**config.mk**
```make
export PLATFORM = sky130hd
export DESIGN_NAME = image_decompressor
export DESIGN_NICKNAME = d
export VERILOG_FILES = /design/src/rtl/image_decomp_pkg.sv /design/src/rtl/decomp_addr_gen.sv /design/src/rtl/image_decompressor.sv
export SDC_FILE = /design/constraint.sdc
export NUM_CORES = 1
export LEC_CHECK = 0
export CORE_ASPECT_RATIO = 1.25
export CORE_MARGIN = 5
export CORE_UTILIZATION = 47
export CTS_CLUSTER_SIZE = 12
export DETAILED_ROUTE_END_ITERATION = 7
export PLACE_DENSITY = 0.76
export SYNTH_ARGS = -nofsm -noshare
export SYNTH_HDL_FRONTEND = slang
export SYNTH_SLANG_ARGS = --single-unit
```
**constraint.sdc**
```tcl
create_clock -name clk -period 2.8 [get_ports clk]
set_input_delay 0.56 -clock clk [delete_from_list [all_inputs] [get_ports clk]]
set_output_delay 0.56 -clock clk [all_outputs]
set_load 0.02 [all_outputs]
```
**src/rtl/image_decomp_pkg.sv**
```systemverilog
// Shared types and field constants for the run-length image decompressor.
package image_decomp_pkg;

  localparam int unsigned RUN_W  = 8;
  localparam int unsigned ADDR_W = 16;

  // Compressed word layout: upper byte is the zero-run, lower byte the one-run.
  localparam int unsigned IN1_MSB = 15;
  localparam int unsigned IN1_LSB = 8;
  localparam int unsigned IN2_MSB = 7;
  localparam int unsigned IN2_LSB = 0;

  typedef enum logic [1:0] {
    IDLE  = 2'd0,
    ZEROS = 2'd1,
    ONES  = 2'd2,
    DONE  = 2'd3
  } decompState_e;

endpackage

```
**src/rtl/decomp_addr_gen.sv**
```systemverilog
// Pixel counter and RAM address register for the image decompressor.
module decomp_addr_gen
  import image_decomp_pkg::*;
#(
  parameter logic [ADDR_W-1:0] IMG_BASE   = 16'h8000,
  parameter int unsigned       IMG_PIXELS = 784
) (
  input  logic              clk,
  input  logic              RST,
  input  logic              clear,
  input  logic              advance,
  output logic [ADDR_W-1:0] address,
  output logic              last
);

  localparam logic [ADDR_W-1:0] LAST_IDX = ADDR_W'(IMG_PIXELS - 1);

  logic [ADDR_W-1:0] pixelCount;

  // Count written pixels; the address tracks base+count and wraps at 2^16.
  always_ff @(posedge clk or negedge RST) begin
    if (!RST) begin
      pixelCount <= '0;
      address    <= IMG_BASE;
    end else if (clear) begin
      pixelCount <= '0;
      address    <= IMG_BASE;
    end else if (advance) begin
      pixelCount <= pixelCount + 1'b1;
      address    <= address + 1'b1;
    end
  end

  assign last = (pixelCount == LAST_IDX);

endmodule

```
**src/rtl/image_decompressor.sv**
```systemverilog
// Run-length image decompressor: expands {zero-run, one-run} words into
// one RAM byte write per pixel. Optional feature macro: DECOMP_ONES_COUNT_EN
// (saturating count of ONE_VAL writes on ones_count).
module image_decompressor
  import image_decomp_pkg::*;
#(
  parameter logic [ADDR_W-1:0] IMG_BASE   = 16'h8000,
  parameter int unsigned       IMG_PIXELS = 784,
  parameter logic [7:0]        ZERO_VAL   = 8'h00,
  parameter logic [7:0]        ONE_VAL    = 8'hFF
) (
  input  logic              clk,
  input  logic              RST,
  input  logic              load,
  input  logic              cnn,
  input  logic [15:0]       Din,
  input  logic              din_valid,
  output logic              din_ready,
  output logic [ADDR_W-1:0] ramAddress,
  output logic [7:0]        ramDataIn,
  output logic              writeSignal,
  output logic              done,
  output logic              overflow,
  output logic [15:0]       ones_count
);

  decompState_e     state, nextState;
  logic [RUN_W-1:0] run, runNext;
  logic [RUN_W-1:0] in2Q, in2Next;
  logic [RUN_W-1:0] in1, in2;
  logic             img, imgQ, startEvt, accept;
  logic             writing, last, overflowSet, nextWrite;

  assign in1      = Din[IN1_MSB:IN1_LSB];
  assign in2      = Din[IN2_MSB:IN2_LSB];
  assign img      = load & ~cnn;
  assign startEvt = img & ~imgQ;
  assign accept   = din_valid & din_ready & img;
  assign writing  = (state == ZEROS) || (state == ONES);

  decomp_addr_gen #(
    .IMG_BASE  (IMG_BASE),
    .IMG_PIXELS(IMG_PIXELS)
  ) addrGen (
    .clk    (clk),
    .RST    (RST),
    .clear  (startEvt),
    .advance(writing),
    .address(ramAddress),
    .last   (last)
  );

  // Next-state and run bookkeeping; a write state means a write is on the bus this cycle.
  always_comb begin
    nextState   = state;
    runNext     = run;
    in2Next     = in2Q;
    overflowSet = 1'b0;
    if (startEvt) begin
      nextState = IDLE;
    end else begin
      case (state)
        IDLE: begin
          if (accept) begin
            in2Next = in2;
            if (in1 != '0) begin
              nextState = ZEROS;
              runNext   = in1;
            end else if (in2 != '0) begin
              nextState = ONES;
              runNext   = in2;
            end
          end
        end
        ZEROS: begin
          if (run == RUN_W'(1)) begin
            if (in2Q != '0) begin
              nextState = ONES;
              runNext   = in2Q;
            end else begin
              nextState = IDLE;
            end
          end else begin
            runNext = run - 1'b1;
          end
        end
        ONES: begin
          if (run == RUN_W'(1)) nextState = IDLE;
          else                  runNext   = run - 1'b1;
        end
        DONE: begin
          if (din_valid && img) overflowSet = 1'b1;
        end
        default: nextState = IDLE;
      endcase
      // Final pixel wins over a concurrent abort: that write has already been issued.
      if (writing) begin
        if (last) begin
          nextState   = DONE;
          overflowSet = (state == ZEROS) ? ((run != RUN_W'(1)) || (in2Q != '0))
                                         : (run != RUN_W'(1));
        end else if (!img) begin
          nextState = IDLE;
        end
      end
    end
  end

  assign nextWrite = (nextState == ZEROS) || (nextState == ONES);

  // State, run registers and registered outputs, all computed from next state.
  always_ff @(posedge clk or negedge RST) begin
    if (!RST) begin
      state       <= IDLE;
      run         <= '0;
      in2Q        <= '0;
      imgQ        <= 1'b0;
      din_ready   <= 1'b0;
      writeSignal <= 1'b0;
      ramDataIn   <= '0;
      done        <= 1'b0;
      overflow    <= 1'b0;
    end else begin
      state       <= nextState;
      run         <= runNext;
      in2Q        <= in2Next;
      imgQ        <= img;
      din_ready   <= img && (nextState == IDLE) && !accept;
      writeSignal <= nextWrite;
      if (nextWrite) ramDataIn <= (nextState == ONES) ? ONE_VAL : ZERO_VAL;
      if (startEvt) begin
        done     <= 1'b0;
        overflow <= 1'b0;
      end else begin
        if (nextState == DONE) done     <= 1'b1;
        if (overflowSet)       overflow <= 1'b1;
      end
    end
  end

`ifdef DECOMP_ONES_COUNT_EN
  // Saturating count of ONE_VAL writes, cleared on each new image.
  always_ff @(posedge clk or negedge RST) begin
    if (!RST) begin
      ones_count <= '0;
    end else if (startEvt) begin
      ones_count <= '0;
    end else if ((state == ONES) && (ones_count != '1)) begin
      ones_count <= ones_count + 1'b1;
    end
  end
`else
  assign ones_count = '0;
`endif

endmodule

```
==> impl_results.md, run 1 <==
* Sequential fraction of the synthesis area at 41.2%
* First-pass GRT wire length at 14.1 mm
* Cells after synthesis at 354
* Vias in the first global route at 3,092
* Total net switching power at 0.00123 W
* Synth Flop Type: dfrtp_1
* CTS Buf Count at 5
* CP Max Fanout at 2
* Critical path arrival at 2920 ps
* Peak supply drop at 331 uV
* P&R area growth vs syn at 25.7%
* Clock sinks at 56
* Switching fraction of total power at 39.9%
* Setup violations, final at 0
* Initial antenna violation count at 0
* Die W at 86.2 um
* Multi-input gate area at between 0.0015 and 0.002 mm^2
* Leak at ~1.8 nW
* Worst setup SP type: input pin
* Final net count at ~470
* Row count at 34
* Period utilization at 97.3%
* Largest net degree at the start of global routing at 40
* Reg power frac at between 30% and 40%
* R2R setup slack at 80 ps
* Slew HR at 43.8%
* Total track usage at 18.8%
* Grt ovf at 0
* Commonest non-fill, non-tap cell in the layout: dfrtp_1
* Clock network fraction of total power at between 10% and 20%
* Worst Tran Pin Value at 843 ps
* EDFF count, synth at 0
* First DRT Iteration DRCs at 112
* Final RePlAce weighted congestion at 0.935
* Die height at 105 um
* Class of the worst hold path: in -> async
* Gate power share at 48.7%
* Hold_ws at 347 ps
* CTS tree: built
* Clk root buf: clkbuf_8
* Post-synthesis async set-or-reset flop share at 100%
* Top cells by area, synth: dfrtp_1 (40%), buf_4 (5.3%), xor2_1 (4.4%), ha_1 (4.0%), nor2_1 (3.6%)
* Worst endpoint required time at 3000 ps
* HPWL Detailed at about 6.4 mm
* Initial Utilization at 48.6%
* DR DRC count at 0
* Yosys Warn Count at 0
* Synthesis-stage register bit count at 56
* Crit path kind: in -> reg
* Drt wl/cell at 15.8 um
* Status: finished, final reports clean
* Final Skew at about 4.2 ps
* Yosys cell types at 55
* Share of layout cells above drive strength 1 at between 10% and 20%
* Leading area contributor after synthesis: dfrtp_1
* DR vias/cell at 5.68
* Total power at 0.00307 W
* Max cap viols at 0
* Sequential cell area at 0.00140 mm^2
* Most frequent cells in the layout: dfrtp_1 (55), clkdlybuf4s50_1 (47), buf_4 (43)
* Worst-Skew Late Latency at about 300 ps
* Via count at 2,988
* I/O Pins at 65
* Area share of the largest cell type after synthesis at about two fifths
* P_int at about 0.0018 W
* Routed Antenna Nets at 0
* Clock Path Buffers at 2
* Die area at 0.00907 mm^2
* Setup crit end kind: register
* Final WL at 8.30 mm
* FILL cells at 620
* Final hold violations at 0
* Clock H-tree levels at 2
* Core Footprint at between 0.007 and 0.008 mm^2
* Diode count at 0
* Max Freq at 367 MHz
* Tmin final at 2720 ps
* # port buffers at 48
* Drt first pass iters at 4
* Fin. max-slew vios at 0
* # hold bufs at CTS at 0
* Syn Std Cell Area at 0.00341 mm^2
* Power density over the cells at a little over 700 mW/mm^2
* Mapped Avg Cell Area at 9.63 um^2
* Worst-path clk slew at 90 ps
-- synth_stat cells (2+ instances only) --
library cell / number
nor2_1: 33
and3_1: 6
and4_1: 4
nor2b_1: 4
clkbuf_1: 6
nor3b_1: 2
nor4_1: 7
or4_1: 3
mux2i_1: 4
dfrtp_1: 55
nand2b_1: 2
o221ai_1: 2
nor4b_1: 5
o21ai_1: 4
nor3_1: 7
or2_2: 2
buf_4: 24
a21oi_1: 11
mux2_1: 11
o31ai_1: 7
a221oi_1: 2
nand2_1: 21
o21ai_0: 11
xnor2_1: 9
o311a_1: 3
a31oi_1: 3
ha_1: 11
nand4_1: 13
a211oi_1: 10
nand3_1: 17
or3_1: 5
inv_1: 11
xor2_1: 17
-- power by group through the flow --
stage / clock network (W) / registers (W) / logic [W]
final: 0.000457 / 0.00112 / 0.00150
after global routing: 0.000512 / 0.00113 / 0.00163
after CTS: 0.000472 / 0.00111 / 0.00149
after detailed placement: 0 / 0.00113 / 0.00146
after global placement: 0 / 0.00112 / 0.00143
after floorplan: 0 / 0.00113 / 0.000913
-- worst paths after layout --
path	end	start	depth (start not counted)
hold reg to reg	overflow	overflow	1
min in group clk	overflow	overflow	1
hold / removal	in2Q[3]	RST	1
setup reg to reg	ramDataIn[6]	run[1]	9
setup / recovery	ramDataIn[6]	Din[14]	8
max in group asynchronous	addrGen.address[7]	RST	2
-- critical path, stage by stage --
cell and delay, ps:
clkdlybuf4s50_1 490, nor4_2 370, and2_0 240, o221ai_1 130
a311o_1 340, and2_1 170, ha_1 300, mux2_2 330
-- final cells by class --
| type | instances | share of cell area (%) |
|---|---|---|
| Timing Repair Buffer | 91 | 18.6 |
| Clock buffer | 7 | 2.02 |
| Clock inverter | 1 | 0.175 |
| Tap cell | 90 | 2.63 |
| Multi-Input combinational cell | 270 | 42.8 |
| Inverter | 11 | 0.964 |
| Sequential cell | 56 | 32.7 |
-- layer usage --
layer | GRT usage, % | vias up | routed length (um)
met5 | 0 | - | 0
met4 | 9.39 | 0 | 343
met3 | 2.65 | 27 | 305
met2 | 34.1 | 88 | 4420
met1 | 21.2 | 1449 | 3240
li1 | - | 1424 | -
-- through the flow --
stage | TNS [ps] | cells | setup slack, ps | cell area (um^2) | utilization [%]
3_3_place_gp | -245 | 517 | -222 | 4160 | 59.3
3_5_place_dp | -232 | 517 | -216 | 4160 | 59.3
6_report | 0 | 526 | 76.4 | 4280 | 61.0
4_1_cts | 0 | 526 | 3.42 | 4280 | 60.9
2_1_floorplan | 0 | 369 | 66.9 | 3460 | -
5_1_grt | -3.21 | 526 | -3.21 | 4280 | 61.0
-- sequential cells by signal, summed over array words and instances (netlist names) --
| name | cells |
|---|---|
| addrGen.address | 16 |
| addrGen.pixelCount | 16 |
| din_ready | 1 |
| done | 1 |
| imgQ | 1 |
| in2Q | 8 |
| overflow | 1 |
| ramDataIn | 1 |
| run | 8 |
| state | 2 |
| writeSignal | 1 |
-- cell families after synthesis --
| group | share of synthesized area (%) |
|---|---|
| adders and majority gates | 4.04 |
| other | 0.110 |
| DFF | 41.2 |
| muxes | 5.14 |
| buffers and inverters | 7.42 |
| and+or+nand+nor | 22.4 |
| AOI/OAI and AO/OA | 13.0 |
| xor gates and xnor gates | 6.68 |
-- timing repair --
action | 4_1_cts | 5_1_grt
pin swaps | 0 | 1
buffers inserted | 1 | 0
endpoints found under the hold margin | 0 | 0
cloned | 0 | 0
gates resized for setup | 1 | 2
endpoints found under the setup margin | 1 | 1
Power figures use the tool's default switching activity.
==> run 2: changes to the inputs <==
--- a/config.mk
+++ b/config.mk
@@ -7,10 +7,9 @@
 export LEC_CHECK = 0
 export CORE_ASPECT_RATIO = 1.25
 export CORE_MARGIN = 5
-export CORE_UTILIZATION = 47
+export CORE_UTILIZATION = 35
 export CTS_CLUSTER_SIZE = 12
 export DETAILED_ROUTE_END_ITERATION = 7
-export PLACE_DENSITY = 0.76
 export SYNTH_ARGS = -nofsm -noshare
 export SYNTH_HDL_FRONTEND = slang
 export SYNTH_SLANG_ARGS = --single-unit
==> run 2 against run 1 <==
  * Sequential share of layout area down 1.1 points
  * Critical path depth unchanged
  * Via count down 2.3%
  * Sequential power about the same
  * Largest cell class unchanged
==> impl_results.md, run 2 (synthesized netlist as in run 1, its figures left out) <==
* Status: finished, final reports clean (unchanged)
* Clock Path Buffers at 2 (unchanged)
* Die W at 98.3 um (was 86.2 um)
* Drt wl/cell at 15.3 um (was 15.8 um)
* Via count at 2,920 (was 2,988)
* Clk root buf: clkbuf_16 (was clkbuf_8)
* Initial antenna violation count at 0 (unchanged)
* Worst-path clk slew at 70 ps (was 90 ps)
* Peak supply drop at 347 uV (was 331 uV)
* Initial Utilization at 35.7% (was 48.6%)
* Drt first pass iters at 4 (unchanged)
* CP Cell Sequence: clkdlybuf4s50_1 > nor4_2 > and2_0 > o221ai_1 > a311o_1 > and2_1 > ha_4 > mux2_2 (was clkdlybuf4s50_1 > nor4_2 > and2_0 > o221ai_1 > a311o_1 > and2_1 > ha_1 > mux2_2)
* Class of the worst hold path: in -> async (unchanged)
* Routed Antenna Nets at 0 (unchanged)
* HPWL Detailed at 6.60 mm (was 6.42 mm)
* Number of cells on the critical path at 8 (unchanged)
* Reg2Reg Depth at 9 (unchanged)
* # port buffers at 48 (unchanged)
* Non-filler instance count after layout at 561 (was 526)
* Tmin final at 2750 ps (was 2720 ps)
* Fin. max-slew vios at 0 (unchanged)
* Place WS at -267 ps (was -216 ps)
* Slew HR at 47.7% (was 43.8%)
* Worst path slowest cell: clkdlybuf4s50_1 (unchanged)
* I/O Pins at 65 (unchanged)
* Total track usage at 15.0% (was 18.8%)
* Buf/Inv on CP at 1 (unchanged)
* Worst path max stage delay at 490 ps (about the same)
* Cell count after placement at 552 (was 517)
* Final RePlAce weighted congestion at 0.909 (was 0.935)
* Reg2reg start: run[1] (unchanged)
* Critical path arrival at 2930 ps (was 2920 ps)
* Crit path kind: in -> reg (unchanged)
* Final hold violations at 0 (unchanged)
* Hold_ws at 171 ps (was 347 ps)
* CTS tree: built (unchanged)
* Grt ovf at 0 (unchanged)
* P&R area growth vs syn at 30.0% (was 25.7%)
* Power density over the cells at 762 mW/mm^2 (was 717 mW/mm^2)
* Diode count at 0 (unchanged)
* Worst setup SP type: input pin (unchanged)
* Final WL at 8.60 mm (was 8.30 mm)
* Worst-Skew Late Latency at 290 ps (was 300 ps)
* Clock sinks at 56 (unchanged)
* Delay-heaviest family, CP: simple AND/OR/NAND/NOR gates (unchanged)
* Final Skew at 7.76 ps (was 4.18 ps)
* Setup crit start: Din[14] (unchanged)
* Clock H-tree levels at 2 (unchanged)
* Vias in the first global route at 3,038 (was 3,092)
* Setup crit end kind: register (unchanged)
* RSZ-0062 raised after global routing: no
* DR DRC count at 0 (unchanged)
* First-pass GRT wire length at 14.9 mm (was 14.1 mm)
* Worst Tran Pin Value at 778 ps (was 843 ps)
* Row count at 40 (was 34)
* Final net count at 466 (was 467)
* Die area at 0.0118 mm^2 (was 0.00907 mm^2)
* Setup violations, final at 0 (unchanged)
* DR vias/cell at 5.20 (was 5.68)
* Max Freq at 363 MHz (was 367 MHz)
* Worst endpoint required time at 2980 ps (was 3000 ps)
* Top Registers: addrGen.address (16), addrGen.pixelCount (16) (unchanged)
* CTS Buf Count at 5 (unchanged)
* Largest net degree at the start of global routing at 44 (was 40)
* FILL cells at 929 (was 620)
* Final Worst Setup Slack at 45.7 ps (was 76.4 ps)
* First DRT Iteration DRCs at 79 (was 112)
* Most frequent cells in the layout: dfrtp_1 (55), clkdlybuf4s50_1 (47), buf_4 (41) (was dfrtp_1 (55), clkdlybuf4s50_1 (47), buf_4 (43))
* Share of layout cells above drive strength 1 at 14.7% (about the same)
* Die height at 120 um (was 105 um)
* Commonest non-fill, non-tap cell in the layout: dfrtp_1 (unchanged)
* Period utilization at 98.4% (was 97.3%)
* Max cap viols at 0 (unchanged)
* Core Footprint at 0.00956 mm^2 (was 0.00702 mm^2)
* Leak at 1.88 nW (was 1.83 nW)
* CP Max Fanout at 2 (unchanged)
==> run 2: cell count changes in the layout (fill, tap and decap cells not counted), sizes merged <==
cell,previous run,this run
buf,44,43
bufinv,0,1
clkinvlp,1,0
==> run 2: final timing paths <==
| path | to | slack, ps |
|---|---|---|
| worst min register to register | done | 490 |
| worst min-delay path | in2Q[3] | 170 |
| worst max-delay path | ramDataIn[6] | 50 |
| worst max register to register | ramDataIn[6] | 90 |
| min in group clk | done | 490 |
| max in group asynchronous | addrGen.address[15] | 2030 |
==> run 2: layer usage <==
layer / vias to the layer above / GRT usage (%) / share of wire (%) / wire length (um)
li1: 1416 / - / - / -
met2: 63 / 26.3 / 52 / 4440
met1: 1419 / 18.1 / 42 / 3620
met5: - / 0 / 0 / 0
met4: 0 / 6.23 / 3.4 / 291
met3: 22 / 2.77 / 2.9 / 246
==> run 2: report_power, final <==
part	total (W)	switching (W)	leakage [nW]	internal [W]
Sequential	0.00112	0.000156	0.750	0.000964
Combinational	0.00150	0.000818	1.04	0.000684
Clock	0.000752	0.000281	0.0901	0.000472
==> run 2: cell type report <==
class / count / area, um^2 / share of cell area [%]
clock inverters: 1 / 30.0 / 0.678
flip-flops and latches: 56 / 1400 / 31.7
repair buffers: 90 / 803 / 18.1
multi-input cells: 270 / 1840 / 41.6
well taps: 126 / 158 / 3.56
inverters: 11 / 41.3 / 0.932
clock buffers: 7 / 153 / 3.45
==> run 2: stage by stage <==
step	cell area (um^2)	utilization (%)	power, W	TNS, ps
final	4430	46.3	0.00337	0
after global routing	4430	46.3	0.00363	0
after CTS	4420	46.3	0.00339	0
after detailed placement	4210	44.1	0.00259	-323
after global placement	4210	44.1	0.00256	-294
after floorplan	3460	-	0.00205	0
==> run 2: worst reg2reg max path, cell delays in order, from the launching register on <==
cell       delay [ps]
dfrtp_1           390
inv_1              80
ha_2              180
or4b_4            510
a2111oi_4         280
o21ai_1           100
a311o_1           280
and2_1            190
ha_4              270
mux2_2            320
==> run 2: timing repair <==
item	CTS	global route
pin swaps	0	1
gates resized for setup	3	0
setup buffers	0	1
endpoints found under the setup margin	1	1
hold buffers	0	0
hold endpoints to repair	0	0
==> run 3: changes to the inputs <==
--- a/config.mk
+++ b/config.mk
@@ -13,3 +13,4 @@
 export SYNTH_ARGS = -nofsm -noshare
 export SYNTH_HDL_FRONTEND = slang
 export SYNTH_SLANG_ARGS = --single-unit
+export TNS_END_PERCENT = 5
==> results of run 3 <==
Final layout, timing and power as in run 2 (identical DEF).
==> RTL change 1: new RTL, flow settings as in run 1 <==
Add a define of `DECOMP_ONES_COUNT_EN`.
--- a/src/rtl/image_decompressor.sv
+++ b/src/rtl/image_decompressor.sv
@@ -1,6 +1,8 @@
 // Run-length image decompressor: expands {zero-run, one-run} words into
 // one RAM byte write per pixel. Optional feature macro: DECOMP_ONES_COUNT_EN
 // (saturating count of ONE_VAL writes on ones_count).
+`define DECOMP_ONES_COUNT_EN
+
 module image_decompressor
   import image_decomp_pkg::*;
 #(
Behaviour: not the same (a bounded check fails within 4 cycles, from zero or initial values and one cycle with RST low).
==> RTL change 1 against run 1 <==
Final area grew 20%; power up 31%; fmax increased by 7.5%; utilization shrank 1.0 points; routed wire length is 20% higher; sequential cell count is 16 higher; largest power group unchanged; highest routed layer unchanged; first-iteration DRC count is 64% higher; setup slack gained 0.19 ns; synthesized area up 19%.
==> RTL change 1: results (changes against run 1) <==
top cells by count, synth 71 x dfrtp_1, 56 x nor2_1, 34 x nand2_1 (was 55 x dfrtp_1, 33 x nor2_1, 24 x buf_4); Netlist cell types 54 (was 55); 1st-iter DRT viols 184 (was 112); largest net degree at the start of global routing 53 (was 40); total setup buffers inserted after CTS 0 (was 1); placed cells 589 (was 517); synthesized instance count 424 (was 354); met1 Use GR 23.4% (was 21.2%); setup ws final 0.267 ns (was 0.0764 ns); status finished clean (unchanged); placed inst area 0.00491 mm^2 (was 0.00416 mm^2); fraction of layout cells with a size suffix above 1 12.9% (was 14.7%); sequential share of the synthesized area 44.3% (was 41.2%); global placement routability congestion 0.858 (was 0.935); DP HPWL 7310 um (was 6420 um); CP peak stage delay 0.55 ns (was 0.49 ns); Switching Fraction 38.3% (was 39.9%); Reg2Reg Setup Slack 0.27 ns (was 0.08 ns); pre-CTS setup slack -0.0114 ns (was -0.216 ns); Worst Path Class, Setup reg2reg (was in2reg); via density per instance 5.80 (was 5.68); worst r2r path cells 8 (was 9); Arr. time, crit path 2.78 ns (was 2.92 ns); H-tree levels 3 (was 2); Final Non-Filler Cells 605 (was 526); Fill cells 727 (was 620); Regs by FF count addrGen.address: 16 flops, addrGen.pixelCount: 16 flops, ones_count: 16 flops (was addrGen.address: 16 flops, addrGen.pixelCount: 16 flops); grt met2 use 34.1% (about the same); Pleak 0.00217 uW (was 0.00183 uW); Final Net Count 533 (was 467); first-pass GRT wire length 16700 um (was 14100 um); 1st-pass router iterations 5 (was 4)
## RTL change 1: cell types whose count changed after synthesis, sizes merged, moves of 7 or more
cell,run 1,this run
nor2,33,57
dfrtp,55,71
xor2,17,32
nand2,21,35
buf,26,14
nand4,13,20
## RTL change 1: metal layers
metal | part of all wire [%] | vias to the layer above
met4 | 3.1 | 0
li1 | - | 1689
met3 | 3.1 | 20
met2 | 53 | 81
met1 | 41 | 1721
met5 | 0 | -
## RTL change 1: cell type report
cell class                      instances  area, um^2  share of cell area (%)
Multi-Input combinational cell        321        2120                    41.2
Sequential cell                        72        1800                    35.1
Timing Repair Buffer                   86         826                    16.1
Clock buffer                           10         138                    2.68
Tap cell                              100         125                    2.44
Clock inverter                          6        92.6                    1.80
Inverter                               10        37.5                   0.731
## RTL change 1: how the worst min path moves through the flow
stage	start	endpoint	slack, ns
floorplan	RST	addrGen.address[0]	0.26
global placement	imgQ	addrGen.address[15]	0.48
detailed placement	imgQ	addrGen.address[15]	0.48
CTS	RST	ones_count[0]	0.18
global route	RST	ones_count[0]	0.19
finish	RST	ones_count[0]	0.17
## RTL change 1: logic make-up after synthesis
| logic type | count (synthesis) | share of synthesized area [%] |
|---|---|---|
| xor gates and xnor gates | 41 | 8.83 |
| and+or+nand+nor | 181 | 22.7 |
| buffers and inverters | 31 | 3.78 |
| DFF | 72 | 44.3 |
| muxes | 15 | 4.12 |
| adders and majority gates | 12 | 3.69 |
| AOI/OAI and AO/OA | 72 | 12.6 |
## RTL change 1: power groups by stage
| stage | Combinational [uW] | Sequential (uW) | Clock, uW |
|---|---|---|---|
| finish | 1580 | 1490 | 941 |
| global route | 1720 | 1520 | 1000 |
| CTS | 1580 | 1480 | 957 |
| detailed placement | 1570 | 1500 | 0 |
| global placement | 1530 | 1490 | 0 |
| floorplan | 1090 | 1460 | 0 |
## RTL change 1: metrics by stage
step	hold slack (ns)	setup TNS [ns]
2_1_floorplan	0.264	0
3_3_place_gp	0.476	0
3_5_place_dp	0.478	-0.0114
4_1_cts	0.178	0
5_1_grt	0.195	0
6_report	0.166	0
==> RTL change 2: new RTL, flow settings as in run 1 <==
Without the edit above. Re-encode `decompState_e` (4 states) as Gray code, 2 bits wide.
--- a/src/rtl/image_decomp_pkg.sv
+++ b/src/rtl/image_decomp_pkg.sv
@@ -11,10 +11,10 @@
   localparam int unsigned IN2_LSB = 0;
 
   typedef enum logic [1:0] {
-    IDLE  = 2'd0,
-    ZEROS = 2'd1,
-    ONES  = 2'd2,
-    DONE  = 2'd3
+    IDLE  = 2'b00,
+    ZEROS = 2'b01,
+    ONES  = 2'b11,
+    DONE  = 2'b10
   } decompState_e;
 
 endpackage
Check against the original RTL: no difference found for any inputs over 10 cycles, from zero or initial values and one cycle with RST low; not proved beyond that.
==> RTL change 2 against run 1 <==
Register-to-register slack improved by 0.30 ns; synthesized area fell by 9.2%; power fell by 16%; sequential cell count fell by 1; final area fell by 15%; setup slack improved by 0.23 ns; clock skew rose by 0.0055 ns; critical path depth fell by 2; combinational power fell by 34%; global-route usage fell by 0.92 points; sequential power rose by 4%; utilization fell by 4.7 points; routed wire length fell by 17%; critical path type unchanged; largest cell class unchanged; highest routed layer unchanged.
==> RTL change 2: results (changes against run 1) <==
Arr. time, crit path 2.70 ns (was 2.92 ns); sequential share of the synthesized area 44.5% (was 41.2%); 1st-iter DRT viols 150 (was 112); status finished clean (unchanged); post-synthesis xor/xnor area fraction 8.21% (was 6.68%); first-pass GRT wire length 11700 um (was 14100 um); DP HPWL 5280 um (was 6420 um); met3 Use GR 3.22% (was 2.65%); global placement routability congestion 0.935 (about the same); total setup buffers inserted after CTS 0 (was 1); final wirelength 6920 um (was 8300 um); Synth Area in Compound Gates 9.14% (was 13.0%); Final Skew 0.00967 ns (was 0.00418 ns); power per cell area 709 mW/mm^2 (was 717 mW/mm^2); WL met1 2870 um (was 3240 um); placed inst area 0.00357 mm^2 (was 0.00416 mm^2); combinational power share 38.3% (was 48.7%); CP peak stage delay 0.53 ns (was 0.49 ns); via density per instance 5.34 (was 5.68); Switching Fraction 37.3% (was 39.9%); Final Net Count 395 (was 467); grt met2 use 29.1% (was 34.1%); area share of fa/ha/maj cells after synthesis 1.62% (was 4.04%); pre-CTS setup slack 0.0381 ns (was -0.216 ns); CTS resizes 0 (was 1); largest cells by area after synthesis dfrtp_1 44%, buf_4 5.6%, nor2_1 4.6% (was dfrtp_1 40%, buf_4 5.3%, xor2_1 4.4%); overall routing resource usage 17.9% (was 18.8%); Worst-Margin Slew 0.630 ns (was 0.843 ns); mux share of post-synthesis cell area 6.03% (was 5.14%); placed cells 450 (was 517); WL/cell 15.1 um (was 15.8 um); VDD IR max 0.426 mV (was 0.331 mV)
==> RTL change 2: cell types whose count changed after synthesis, moves of 4 or more <==
cell / change
o21ai_0: -4
nand4_1: -5
a211oi_1: -7
nor4_1: +5
nor4b_1: -4
xnor2_1: +4
mux2_1: -11
ha_1: -7
mux2_2: +8
nor2_1: +5
a21oi_1: +7
o31ai_1: -7
==> RTL change 2: path summary, 6_finish.rpt <==
check                           startpoint                  end  slack, ns  cells after the start
worst min register to register        imgQ            din_ready       0.50                      1
worst max-delay path                Din[1]               run[1]       0.30                      6
worst max register to register      run[1]               run[1]       0.38                      7
worst min-delay path                   RST              in2Q[6]       0.26                      1
min in group clk                      imgQ            din_ready       0.50                      1
max in group asynchronous              RST  addrGen.address[15]       1.88                      2
==> RTL change 2: final cells by class <==
cell class / instances / area [um^2]
fillers: 577 / 2830
repair buffers: 56 / 548
well taps: 87 / 109
multi-input cells: 243 / 1500
clock inverters: 1 / 5.00
flip-flops and latches: 55 / 1380
clock buffers: 7 / 76.3
inverters: 9 / 33.8
